File: config.mk
export PLATFORM = sky130hd
export DESIGN_NAME = uart_tx_engine
export DESIGN_NICKNAME = d
export VERILOG_FILES = /design/src/rtl/uart_tx_engine.sv
export SDC_FILE = /design/constraint.sdc
export NUM_CORES = 1
export LEC_CHECK = 0
export ABC_AREA = 1
export ABC_CLOCK_PERIOD_IN_PS = 1550
export CAP_MARGIN = 10
export CORE_MARGIN = 2
export CORE_UTILIZATION = 29
export DETAILED_ROUTE_END_ITERATION = 8
export GPL_TIMING_DRIVEN = 0
export PLACE_DENSITY = 0.6
export SLEW_MARGIN = 20
export SYNTH_ARGS = -nofsm -noshare
export SYNTH_HDL_FRONTEND = slang
export SYNTH_SLANG_ARGS = --single-unit
File: constraint.sdc
create_clock -name clk -period 1.55 [get_ports clk]
set_input_delay 0.465 -clock clk [delete_from_list [all_inputs] [get_ports clk]]
set_output_delay 0.465 -clock clk [all_outputs]
set_load 0.05 [all_outputs]
File: src/rtl/uart_tx_engine.sv
// uart_tx_engine: serial transmit engine of the UART.
// Accepts bytes over a valid/ready handshake and sends each one as an
// asynchronous frame: start bit, data LSB first, optional parity, and one
// or two stop bits. The baud divisor and frame format are captured when the
// byte is accepted, so CSR writes made during a frame apply from the next frame.
// Build option: define UART_TX_PARITY_EN to compile in the PARITY state and
// the parity generator. Without it, parity_en/parity_odd are ignored.
module uart_tx_engine #(
    parameter int DATA_W = 8,
    parameter int DIV_W  = 16
) (
    input  logic              clk,
    input  logic              rst_n,
    input  logic [DIV_W-1:0]  baud_div,
    input  logic              tx_en,
    input  logic              parity_en,
    input  logic              parity_odd,
    input  logic              stop2,
    input  logic [DATA_W-1:0] tx_data,
    input  logic              tx_valid,
    output logic              tx_ready,
    output logic              tx,
    output logic              busy,
    output logic              free
);

    localparam int IDX_W = (DATA_W > 1) ? $clog2(DATA_W) : 1;
    localparam logic [IDX_W-1:0] LAST_IDX = IDX_W'(DATA_W - 1);

    typedef enum logic [2:0] {
        ST_IDLE   = 3'd0,
        ST_START  = 3'd1,
        ST_DATA   = 3'd2,
        ST_PARITY = 3'd3,
        ST_STOP1  = 3'd4,
        ST_STOP2  = 3'd5
    } state_t;

    state_t             state_r;
    state_t             next_state_s;
    logic [IDX_W-1:0]   bit_idx_r;
    logic [IDX_W-1:0]   next_idx_s;
    logic [DIV_W-1:0]   baud_cnt_r;
    logic [DIV_W-1:0]   next_cnt_s;
    logic [DATA_W-1:0]  data_r;
    logic [DATA_W-1:0]  next_data_s;
    logic [DIV_W-1:0]   div_r;
    logic               stop2_r;
    logic               tx_r;
    logic               next_tx_s;
    logic               busy_r;
    logic               accept_s;
    logic               tick_s;

`ifdef UART_TX_PARITY_EN
    logic               par_en_r;
    logic               par_odd_r;

    // Parity bit over the data word: even parity is the XOR of all bits,
    // odd parity is its complement.
    function automatic logic parity_bit(input logic [DATA_W-1:0] d, input logic odd);
        return (^d) ^ odd;
    endfunction
`else
    // Parity controls have no effect in this build; keep them referenced.
    logic               unused_par_cfg_s;
    assign unused_par_cfg_s = parity_en ^ parity_odd;
`endif

    assign tx_ready = (state_r == ST_IDLE) && tx_en;
    assign free     = tx_ready;
    assign accept_s = tx_valid && tx_ready;
    assign tick_s   = (baud_cnt_r == div_r);
    assign tx       = tx_r;
    assign busy     = busy_r;

    // Next-state and bit-index logic; every transition after IDLE waits for a bit tick.
    always_comb begin
        next_state_s = state_r;
        next_idx_s   = bit_idx_r;
        case (state_r)
            ST_IDLE: begin
                if (accept_s) begin
                    next_state_s = ST_START;
                    next_idx_s   = {IDX_W{1'b0}};
                end else begin
                    next_state_s = ST_IDLE;
                end
            end
            ST_START: begin
                if (tick_s) begin
                    next_state_s = ST_DATA;
                end else begin
                    next_state_s = ST_START;
                end
            end
            ST_DATA: begin
                if (tick_s) begin
                    if (bit_idx_r != LAST_IDX) begin
                        next_idx_s = bit_idx_r + {{(IDX_W-1){1'b0}}, 1'b1};
                    end else begin
`ifdef UART_TX_PARITY_EN
                        next_state_s = par_en_r ? ST_PARITY : ST_STOP1;
`else
                        next_state_s = ST_STOP1;
`endif
                    end
                end else begin
                    next_state_s = ST_DATA;
                end
            end
`ifdef UART_TX_PARITY_EN
            ST_PARITY: begin
                if (tick_s) begin
                    next_state_s = ST_STOP1;
                end else begin
                    next_state_s = ST_PARITY;
                end
            end
`endif
            ST_STOP1: begin
                if (tick_s) begin
                    next_state_s = stop2_r ? ST_STOP2 : ST_IDLE;
                end else begin
                    next_state_s = ST_STOP1;
                end
            end
            ST_STOP2: begin
                if (tick_s) begin
                    next_state_s = ST_IDLE;
                end else begin
                    next_state_s = ST_STOP2;
                end
            end
            default: begin
                next_state_s = ST_IDLE;
                next_idx_s   = {IDX_W{1'b0}};
            end
        endcase
    end

    // Baud counter and data word next values; the counter idles at zero and wraps on each tick.
    always_comb begin
        next_cnt_s  = baud_cnt_r;
        next_data_s = data_r;
        if ((state_r == ST_IDLE) || tick_s) begin
            next_cnt_s = {DIV_W{1'b0}};
        end else begin
            next_cnt_s = baud_cnt_r + {{(DIV_W-1){1'b0}}, 1'b1};
        end
        if (accept_s) begin
            next_data_s = tx_data;
        end else begin
            next_data_s = data_r;
        end
    end

    // Line value for the state being entered, so tx is registered yet aligned with the state.
    always_comb begin
        next_tx_s = 1'b1;
        case (next_state_s)
            ST_IDLE:   next_tx_s = 1'b1;
            ST_START:  next_tx_s = 1'b0;
            ST_DATA:   next_tx_s = next_data_s[next_idx_s];
`ifdef UART_TX_PARITY_EN
            ST_PARITY: next_tx_s = parity_bit(data_r, par_odd_r);
`endif
            ST_STOP1:  next_tx_s = 1'b1;
            ST_STOP2:  next_tx_s = 1'b1;
            default:   next_tx_s = 1'b1;
        endcase
    end

    // Frame state, counters, data word and registered line/busy outputs.
    always_ff @(posedge clk or negedge rst_n) begin
        if (!rst_n) begin
            state_r    <= ST_IDLE;
            bit_idx_r  <= {IDX_W{1'b0}};
            baud_cnt_r <= {DIV_W{1'b0}};
            data_r     <= {DATA_W{1'b0}};
            tx_r       <= 1'b1;
            busy_r     <= 1'b0;
        end else begin
            state_r    <= next_state_s;
            bit_idx_r  <= next_idx_s;
            baud_cnt_r <= next_cnt_s;
            data_r     <= next_data_s;
            tx_r       <= next_tx_s;
            busy_r     <= (next_state_s != ST_IDLE);
        end
    end

    // Per-frame snapshot of the CSR fields, taken on the accepting edge.
    always_ff @(posedge clk or negedge rst_n) begin
        if (!rst_n) begin
            div_r     <= {DIV_W{1'b0}};
            stop2_r   <= 1'b0;
`ifdef UART_TX_PARITY_EN
            par_en_r  <= 1'b0;
            par_odd_r <= 1'b0;
`endif
        end else if (accept_s) begin
            div_r     <= baud_div;
            stop2_r   <= stop2;
`ifdef UART_TX_PARITY_EN
            par_en_r  <= parity_en;
            par_odd_r <= parity_odd;
`endif
        end
    end

endmodule

==> out/summary.txt, run 1 <==
crit-path most repeated cell = nand3_2
CTS Hold Bufs = 0
MaxCap Viol Count = 0
Worst VDD drop = 0.2997 mV
Syn Nets = 369
nets@finish = 448
async set-reset flop share out of synthesis = 1.000
clk_lat worst skew = 0.31 ns
failing checks = negative setup slack
Worst Reg2Reg Path Length in Cells = 10
Yosys reg bits = 49
Cell Area, Synth = 2606 um2
CTS tree = built
P_leak = 1.919 nW
slowest stage cell, crit path = dfrtp_2
CP Max Fanout = 4
Worst Hold Class = primary input to async pin
Via density = 4.635
Crit path required time = 1.79 ns
final worst slack = -0.3557 ns
Final Setup Violations = 42
Port Buffers = 32
routed len/inst = 13.01 um
Cell variety after synth = 37
n_diodes = 0
syn avg cell area = 7.757 um2
CP startpoint kind = flip-flop
Worst EP arrival = 2.15 ns
vias in the first global route = 2322
Syn Inst Count = 336
Clock Root Buffer = clkbuf_8
grt total ovfl = 0
CP bufs+invs = 1
Synth Warn # = 0
Longest Clk Path Bufs = 2
share of cells above drive strength 1 = 0.3894
Final Max Tran Viols = 0
Initial Util = 0.2989
Slew headroom = 0.5613
register area share after synthesis = 0.4710
# clock sinks = 49
number of core rows = 34
Hold Fails Final Rpt = 0
Crit. path cell count = 10
RSZ-0062 raised after global routing = true
Die Wd = 98.80 um
H-tree level count = 2
Area Growth Syn to Fin = 55.69%
Post-Layout Cell Count = 524
DPL Wire Length = 4045 um
worst-margin pin slew = 0.6580 ns
final worst path period need = 1.906 ns
largest net degree at the start of global routing = 50
Crit. End Element = flip-flop
first-pass GRT wire length = 10750 um
die outline height = 98.80 um
clock-pin slew on the worst setup and hold paths = 0.09 ns
ys flop type = dfrtp_1
Total Power = 2.241 mW
RePlAce Congestion = 0.7956
Final Routed Wirelength = 6819 um
total track usage = 0.1382
Fill cells = 809
dpl cells = 476
DRT iter0 DRCs = 110
critical path class = flip-flop to flip-flop
CTS Buf Count = 5
crit-path leading delay family = simple AND/OR/NAND/NOR gates
P per Cell Area = 552.4 nW/um2
routed vias = 2429
crit-path max cell delay = 0.43 ns
DIE AREA = 9761 um2
final period utilization = 1.230
DRC errors left = 0
clk_skew = 0.01067 ns
Pre-antenna DRT Iters = 4
FMAX = 524.7 MHz
IO Pins = 35
initial antenna violation count = 0
antenna violation net count after detailed routing = 0
crit path cell chain = ha_4, nand2_2, nor2_2, inv_2, nor4_4, nand3_2, nor3_4, nand3_2, xor2_1, nor2_1
run status = finished, violations left
Post-synth EDFFs = 0
Core ar. = 8721 um2
## layer usage
layer  track usage  vias up  wire, um
met2        0.2339       43      3369
met3       0.02553       16       212
met1        0.1732     1159      2997
met5             0        -         0
li1              -     1211         -
met4       0.05796        0       240
## timing repair
action / CTS / global route
endpoints found under the hold margin: 0 / 0
cloned: 3 / 1
endpoints found under the setup margin: 40 / 45
pin swaps: 12 / 12
setup buffers: 24 / 13
gates resized for setup: 102 / 45
## final timing paths
check / startpoint / endpoint / slack [ns]
setup / recovery: baud_cnt_r[0] / baud_cnt_r[14] / -0.36
hold / removal: rst_n / data_r[2] / 0.15
setup reg to reg: baud_cnt_r[0] / baud_cnt_r[14] / -0.36
hold reg to reg: baud_cnt_r[0] / baud_cnt_r[0] / 0.51
max in group asynchronous: rst_n / baud_cnt_r[0] / 0.88
min in group clk: baud_cnt_r[0] / baud_cnt_r[0] / 0.51
## area by class of cell
class	instances	area [um2]	area share
multi-input combinational	217	1486	0.3663
sequential	49	1236	0.3047
timing repair buffer	72	754.5	0.1859
inverter	63	241.5	0.05951
tap	108	135.1	0.03330
buffer	7	123.9	0.03053
clock buffer	8	80.08	0.01973
## cell families after synthesis
group | Yosys count | share of synthesized area
XOR/XNOR | 3 | 0.01008
AND/OR/NAND/NOR | 169 | 0.3125
flip-flops | 49 | 0.4710
AO/OA/AOI/OAI | 42 | 0.08882
buffers and inverters | 70 | 0.1037
adder cells (fa/ha/maj) | 2 | 0.009600
multiplexers | 1 | 0.004320
## through the flow
step	worst slack, ns	hold WS [ns]	setup TNS (ns)	util	area, um2
final	-0.3557	0.1514	-5.812	0.4653	4058
after global routing	-0.5411	0.2193	-9.856	0.4653	4058
after CTS	-0.2588	0.2008	-3.887	0.4344	3789
after detailed placement	-0.9298	0.5037	-13.42	0.3598	3138
after global placement	-1.481	0.4999	-84.76	0.3601	3141
after floorplan	-0.2228	0.1694	-2.176	-	2685
## report_power, final
part | switching (mW) | internal [mW]
sequential | 0.0112 | 1.30
combinational | 0.0867 | 0.0912
clock | 0.428 | 0.322
total | 0.526 | 1.72
## cells in the mapped netlist (2+ instances only)
cell      count  area (um2)
nor3b_1       6       45.04
ha_1          2       25.02
dfrtp_1      48        1201
o21ai_0      12       60.06
nor2_2        6       37.54
nor2_1       36       135.1
a21oi_1      23       115.1
nand3_1      15       75.07
o21a_1        2       15.01
xor2_1        3       26.28
nand4_1       5       31.28
buf_2         2       10.01
inv_2         3       11.26
nand2_2       6       37.54
nor3_1        5       25.02
inv_1        59       221.5
nand3_4       2       35.03
clkbuf_1      3       11.26
nand2_1      80       300.3
## cells in the final DEF, fill, tap and decap left out, types with 3 or more instances in the layout
cell | netlist | routed
a21oi_1 | 23 | 9
a21oi_2 | 1 | 15
buf_4 | 1 | 28
buf_6 | 0 | 8
buf_8 | 0 | 5
clkbuf_1 | 3 | 3
clkbuf_16 | 0 | 7
clkbuf_8 | 0 | 5
clkdlybuf4s50_1 | 0 | 26
dfrtp_1 | 48 | 41
dfrtp_2 | 0 | 7
inv_1 | 59 | 50
inv_2 | 3 | 12
nand2_1 | 80 | 70
nand2_2 | 6 | 11
nand2_4 | 0 | 3
nand3_1 | 15 | 11
nand3_2 | 1 | 4
nand3_4 | 2 | 3
nand4_1 | 5 | 5
nor2_1 | 36 | 18
nor2_2 | 6 | 7
nor2_4 | 1 | 18
nor3_2 | 1 | 3
nor3b_1 | 6 | 3
nor3b_2 | 1 | 4
o21ai_0 | 12 | 3
o21ai_2 | 1 | 7
xor2_1 | 3 | 3
## state kept, by name, summed over array words and instances, names as in the netlist
signal and count:
baud_cnt_r 16, bit_idx_r 3, busy 1, data_r 8, div_r 16, state_r 3
stop2_r 1, tx 1
(Power assumes the default switching activity.)
==> run 2: changes to the inputs <==
--- a/config.mk
+++ b/config.mk
@@ -11,7 +11,7 @@
 export CORE_MARGIN = 2
 export CORE_UTILIZATION = 29
 export DETAILED_ROUTE_END_ITERATION = 8
-export GPL_TIMING_DRIVEN = 0
+export GPL_TIMING_DRIVEN = 1
 export PLACE_DENSITY = 0.6
 export SLEW_MARGIN = 20
 export SYNTH_ARGS = -nofsm -noshare
==> out/summary.txt, run 2 (same netlist as run 1, synthesis figures left out) <==
worst-margin pin slew = 0.3290 ns
DRT iter0 DRCs = 107
n_diodes = 0
Fill cells = 760
DIE AREA = 9761 um2
final worst slack = -0.3192 ns
sequential power share = 0.577
DRC errors left = 0
CP Max Fanout = 2
RSZ-0062 raised after global routing = true
CTS tree = built
failing checks = negative setup slack
number of core rows = 34
Final Max Tran Viols = 0
Worst VDD drop = 0.2781 mV
clock-pin slew on the worst setup and hold paths = 0.09 ns
register area = 1227 um2
CTS Buf Count = 5
P per Cell Area = 513.2 nW/um2
FMAX = 535.0 MHz
Final Routed Wirelength = 6957 um
clk_skew = 0.01300 ns
Port Buffers = 32
CP startpoint kind = flip-flop
Final Setup Violations = 25
Core ar. = 8721 um2
DPL Wire Length = 4149 um
Logic pwr share = 0.091
MaxCap Viol Count = 0
share of cells above drive strength 1 = 0.4313
Clock Root Buffer = clkbuf_8
Internal = 1.735 mW
commonest non-fill, non-tap cells in the layout = buf_4, nand2_1, inv_1
Longest Clk Path Bufs = 2
met3 global-route usage = 0.01986
GRT Max-Usage Layer = met2
Area Growth Syn to Fin = 70.19%
final worst path period need = 1.869 ns
antenna violation net count after detailed routing = 0
total track usage = 0.1323
Top Registers = baud_cnt_r (16), div_r (16), data_r (8)
Net Switching = 0.5419 mW
Worst EP arrival = 1.40 ns
most common cell after layout, fill and taps aside = buf_4
GR Util met2 = 0.2339
crit path cell chain = nor2_2, nand2_2, nor2_4, buf_4, buf_6, buf_12
critical path class = flip-flop to primary output
P_leak = 2.251 nW
initial antenna violation count = 0
IO Pins = 35
Pre-antenna DRT Iters = 4
vias in the first global route = 2556
Post-Layout Cell Count = 581
Hold Fails Final Rpt = 0
run status = finished, violations left
# clock sinks = 49
crit-path max cell delay = 0.40 ns
die outline height = 98.80 um
Die Wd = 98.80 um
Final Util = 0.5086
Initial Util = 0.2989
dpl ws = -0.4522 ns
Via density = 4.444
grt total ovfl = 0
Worst Hold Class = primary input to async pin
Slew headroom = 0.7784
multi-input gate area in the final layout = 1458 um2
Crit path required time = 1.08 ns
H-tree level count = 2
routed vias = 2582
RePlAce Congestion = 0.8132
first-pass GRT wire length = 10720 um
dpl cells = 534
Sw Ratio = 0.2380
routed len/inst = 11.97 um
met1 Usage GRT = 0.1628
CTS Hold Bufs = 0
Clock Power Share = 0.332
final period utilization = 1.206
largest net degree at the start of global routing = 50
Crit. End Element = primary output
slowest stage cell, crit path = dfrtp_1
clk_lat worst skew = 0.31 ns
nets@finish = 505
run 2: changes by cell type in the layout (fill, tap and decap cells not counted), moves of 5 or more:
cell       before  now
nor2_2          7   13
nor2_4         18    8
buf_6           8   16
a21oi_2        15    6
clkbuf_16       7    0
inv_2          12    7
buf_8           5    0
inv_1          50   55
nand2_1        70   65
dfrtp_1        41   48
a21oi_1         9   18
buf_12          2   11
buf_4          28   79
dfrtp_2         7    0
run 2: path summary, 6_finish.rpt:
path                            cells past startpoint  slack, ns         to     startpoint
worst max-delay path                                6      -0.32       free     state_r[0]
worst min-delay path                                2       0.14  data_r[1]          rst_n
worst max register to register                     15      -0.29         tx  baud_cnt_r[3]
worst min register to register                      2       0.54  div_r[14]      div_r[14]
max in group asynchronous                           2       1.13         tx          rst_n
min in group clk                                    2       0.54  div_r[14]      div_r[14]
run 2: area by class of cell:
class	count	share of cell area
Clock buffer	6	0.01636
Clock inverter	2	0.002257
Inverter	63	0.05360
Multi-Input combinational cell	218	0.3286
Sequential cell	49	0.2767
Tap cell	108	0.03047
Timing Repair Buffer	135	0.2920
run 2: stage by stage:
step | power (mW) | setup TNS (ns) | cell area, um2 | hold slack [ns]
3_5_place_dp | 1.527 | -8.932 | 3612 | 0.4809
6_report | 2.277 | -5.158 | 4436 | 0.1356
3_3_place_gp | 1.524 | -8.367 | 3612 | 0.4777
2_1_floorplan | 1.388 | -2.176 | 2685 | 0.1694
4_1_cts | 2.273 | -3.394 | 3946 | 0.1463
5_1_grt | 2.364 | -8.711 | 4436 | 0.1521
run 2: metal layers:
| metal | vias up | share of wire |
|---|---|---|
| li1 | 1312 | - |
| met1 | 1211 | 0.44 |
| met2 | 44 | 0.52 |
| met3 | 15 | 0.024 |
| met4 | 0 | 0.022 |
| met5 | - | 0 |
run 2: critical path: cells and delay by family (launching register included):
kind                   cells  cell delay [ns]
and+or+nand+nor            3             0.36
buffers and inverters      3             0.35
DFF                        1             0.40
run 2: power groups by stage:
stage	registers [mW]	clock network, mW	logic, mW
after floorplan	1.34	0	0.0518
after global placement	1.34	0	0.187
after detailed placement	1.34	0	0.188
after CTS	1.31	0.770	0.190
after global routing	1.32	0.817	0.230
final	1.31	0.755	0.208
run 2: timing repair:
action                                  CTS  global route
endpoints found under the setup margin   23            45
pin swaps                                14            33
gates cloned                              1             1
resized for setup                        29            75
setup buffers                            19            23
==> run 3: changes to the inputs <==
--- a/config.mk
+++ b/config.mk
@@ -5,14 +5,14 @@
 export SDC_FILE = /design/constraint.sdc
 export NUM_CORES = 1
 export LEC_CHECK = 0
-export ABC_AREA = 1
+export ABC_AREA = 0
 export ABC_CLOCK_PERIOD_IN_PS = 1550
 export CAP_MARGIN = 10
 export CORE_MARGIN = 2
-export CORE_UTILIZATION = 29
+export CORE_UTILIZATION = 31
 export DETAILED_ROUTE_END_ITERATION = 8
 export GPL_TIMING_DRIVEN = 1
-export PLACE_DENSITY = 0.6
+export PLACE_DENSITY = 0.63
 export SLEW_MARGIN = 20
 export SYNTH_ARGS = -nofsm -noshare
 export SYNTH_HDL_FRONTEND = slang
==> out/summary.txt, run 3 <==
run status = finished, violations left
failing checks = negative setup slack
Via density = 4.857
DRC errors left = 0
Pre-antenna DRT Iters = 4
Simple-Gate Fraction of Synth Area = 0.1558
CP Max Fanout = 3
Synth top cells by count = dfrtp_1, xnor2_1, nor2_1
Cell Area, Synth = 2546 um2
Clock Root Buffer = clkbuf_8
P per Cell Area = 1430 nW/um2
Worst VDD drop = 0.4265 mV
Hold Fails Final Rpt = 0
H-tree level count = 2
Post-Layout Cell Count = 435
register area share after synthesis = 0.4821
Port Buffers = 32
Final Cell Area = 3895 um2
clock-pin slew on the worst setup and hold paths = 0.09 ns
worst-margin pin slew = 0.3814 ns
grt total ovfl = 0
routed len/inst = 14.43 um
Final Setup Violations = 43
dpl cells = 413
RSZ-0062 raised after global routing = true
Post-synth EDFFs = 0
clk_lat worst skew = 0.30 ns
post-synth top area share = 0.4717
routed vias = 2113
most common cell in the netlist = dfrtp_1
CP startpoint kind = flip-flop
crit path cell chain = xnor2_2, nand4_1, nor4_4, a21boi_4, o21bai_1, a32o_2, mux2_4, a211o_1
antenna violation net count after detailed routing = 0
Final Util = 0.4813
Synth Area in XOR/XNOR = 0.08943
DPL Wire Length = 4145 um
syn avg cell area = 10.97 um2
CTS Buf Count = 5
Synth Warn # = 0
Final Routed Wirelength = 6277 um
largest net degree at the start of global routing = 50
Crit path required time = 1.79 ns
Initial Util = 0.3146
# clock sinks = 49
commonest non-fill, non-tap cells in the layout = dfrtp_1, buf_4, clkdlybuf4s50_1
Worst Hold Class = primary input to async pin
nets@finish = 362
Slew headroom = 0.7457
initial antenna violation count = 0
Worst EP arrival = 2.56 ns
main area contributors after synthesis = dfrtp_1, mux2_2, xnor2_1
clk_skew = 0.007885 ns
Syn Nets = 265
Cell variety after synth = 42
die outline height = 94.63 um
post-synthesis adder-cell area fraction = 0.009828
CTS Hold Bufs = 0
mux cell area share after synthesis = 0.09140
first-pass GRT wire length = 10050 um
MaxCap Viol Count = 0
FMAX = 430.0 MHz
slowest stage cell, crit path = dfrtp_1
largest area contributor in the netlist = dfrtp_1
Core ar. = 8093 um2
total track usage = 0.1442
critical path class = flip-flop to flip-flop
final period utilization = 1.500
Compound-Gate Fraction of Synth Area = 0.1317
crit-path max cell delay = 0.41 ns
Syn Inst Count = 232
Post-DP Area = 3416 um2
Final Max Tran Viols = 0
n_diodes = 0
Area Growth Syn to Fin = 52.97%
final worst path period need = 2.326 ns
Top Registers = baud_cnt_r (16), div_r (16), data_r (8)
IO Pins = 35
Crit. End Element = flip-flop
Die Wd = 94.63 um
DIE AREA = 8955 um2
number of core rows = 33
Longest Clk Path Bufs = 2
DRT iter0 DRCs = 73
ys flop type = dfrtp_1
Fill cells = 747
Yosys reg bits = 49
async set-reset flop share out of synthesis = 1.000
CTS tree = built
share of cells above drive strength 1 = 0.4182
final worst slack = -0.7756 ns
RePlAce Congestion = 0.7962
P_leak = 1.725 nW
vias in the first global route = 2220
main combinational cell family by area after synthesis = simple AND/OR/NAND/NOR gates
dpl ws = -1.130 ns
run 3: final cells by class:
class / instances / area (um2) / share of cell area
clock inverter: 1 / 30.03 / 0.007710
multi-input combinational: 162 / 1393 / 0.3575
inverter: 12 / 45.04 / 0.01156
clock buffer: 7 / 86.33 / 0.02217
timing repair buffer: 99 / 982.2 / 0.2522
tap: 105 / 131.4 / 0.03373
sequential: 49 / 1227 / 0.3151
run 3: path summary, 6_finish.rpt:
check	slack, ns	cells past startpoint	start	to
hold reg to reg	0.51	1	stop2_r	stop2_r
hold / removal	0.13	2	rst_n	data_r[2]
setup reg to reg	-0.78	8	div_r[5]	tx
min in group clk	0.51	1	stop2_r	stop2_r
max in group asynchronous	1.12	2	rst_n	tx
setup / recovery	-0.78	8	div_r[5]	tx
run 3: power breakdown:
group / switching, mW / leakage (nW) / internal [mW]
combinational: 1.08 / 1.04 / 1.48
sequential: 0.353 / 0.622 / 1.71
clock: 0.419 / 0.0585 / 0.527
total: 1.85 / 1.73 / 3.72
run 3: logic make-up after synthesis:
family                     Yosys count
DFF                                 49
muxes                               21
adders and majority gates            2
buffers and inverters               21
AOI/OAI and AO/OA                   43
and+or+nand+nor                     70
xor gates and xnor gates            26
run 3: routing by layer:
| metal | GRT usage | routed length [um] | up-vias |
|---|---|---|---|
| met5 | 0 | 0 | - |
| met4 | 0.04952 | 67 | 0 |
| met3 | 0.03432 | 215 | 11 |
| met2 | 0.2583 | 3309 | 45 |
| met1 | 0.1681 | 2686 | 1030 |
| li1 | - | - | 1027 |
run 3: what timing repair did:
item                                    CTS  global route
gates resized for setup                  36            30
pin swaps                                17            15
gates cloned                              1             0
endpoints found under the setup margin   47            48
buffers inserted                         10            10
run 3: through the flow:
step	hold WS (ns)	total power, mW	TNS (ns)
detailed placement	0.4751	4.223	-20.57
CTS	0.1394	5.395	-11.44
finish	0.1279	5.569	-11.51
floorplan	0.1694	3.288	-21.60
global route	0.1464	5.906	-15.94
global placement	0.4767	4.167	-20.30
run 3: critical path: cells and delay by family (launching register included):
family          cells  cell delay (ns)
compound gates      4             0.85
simple gates        2             0.52
flops               1             0.41
mux                 1             0.30
xor+xnor            1             0.19
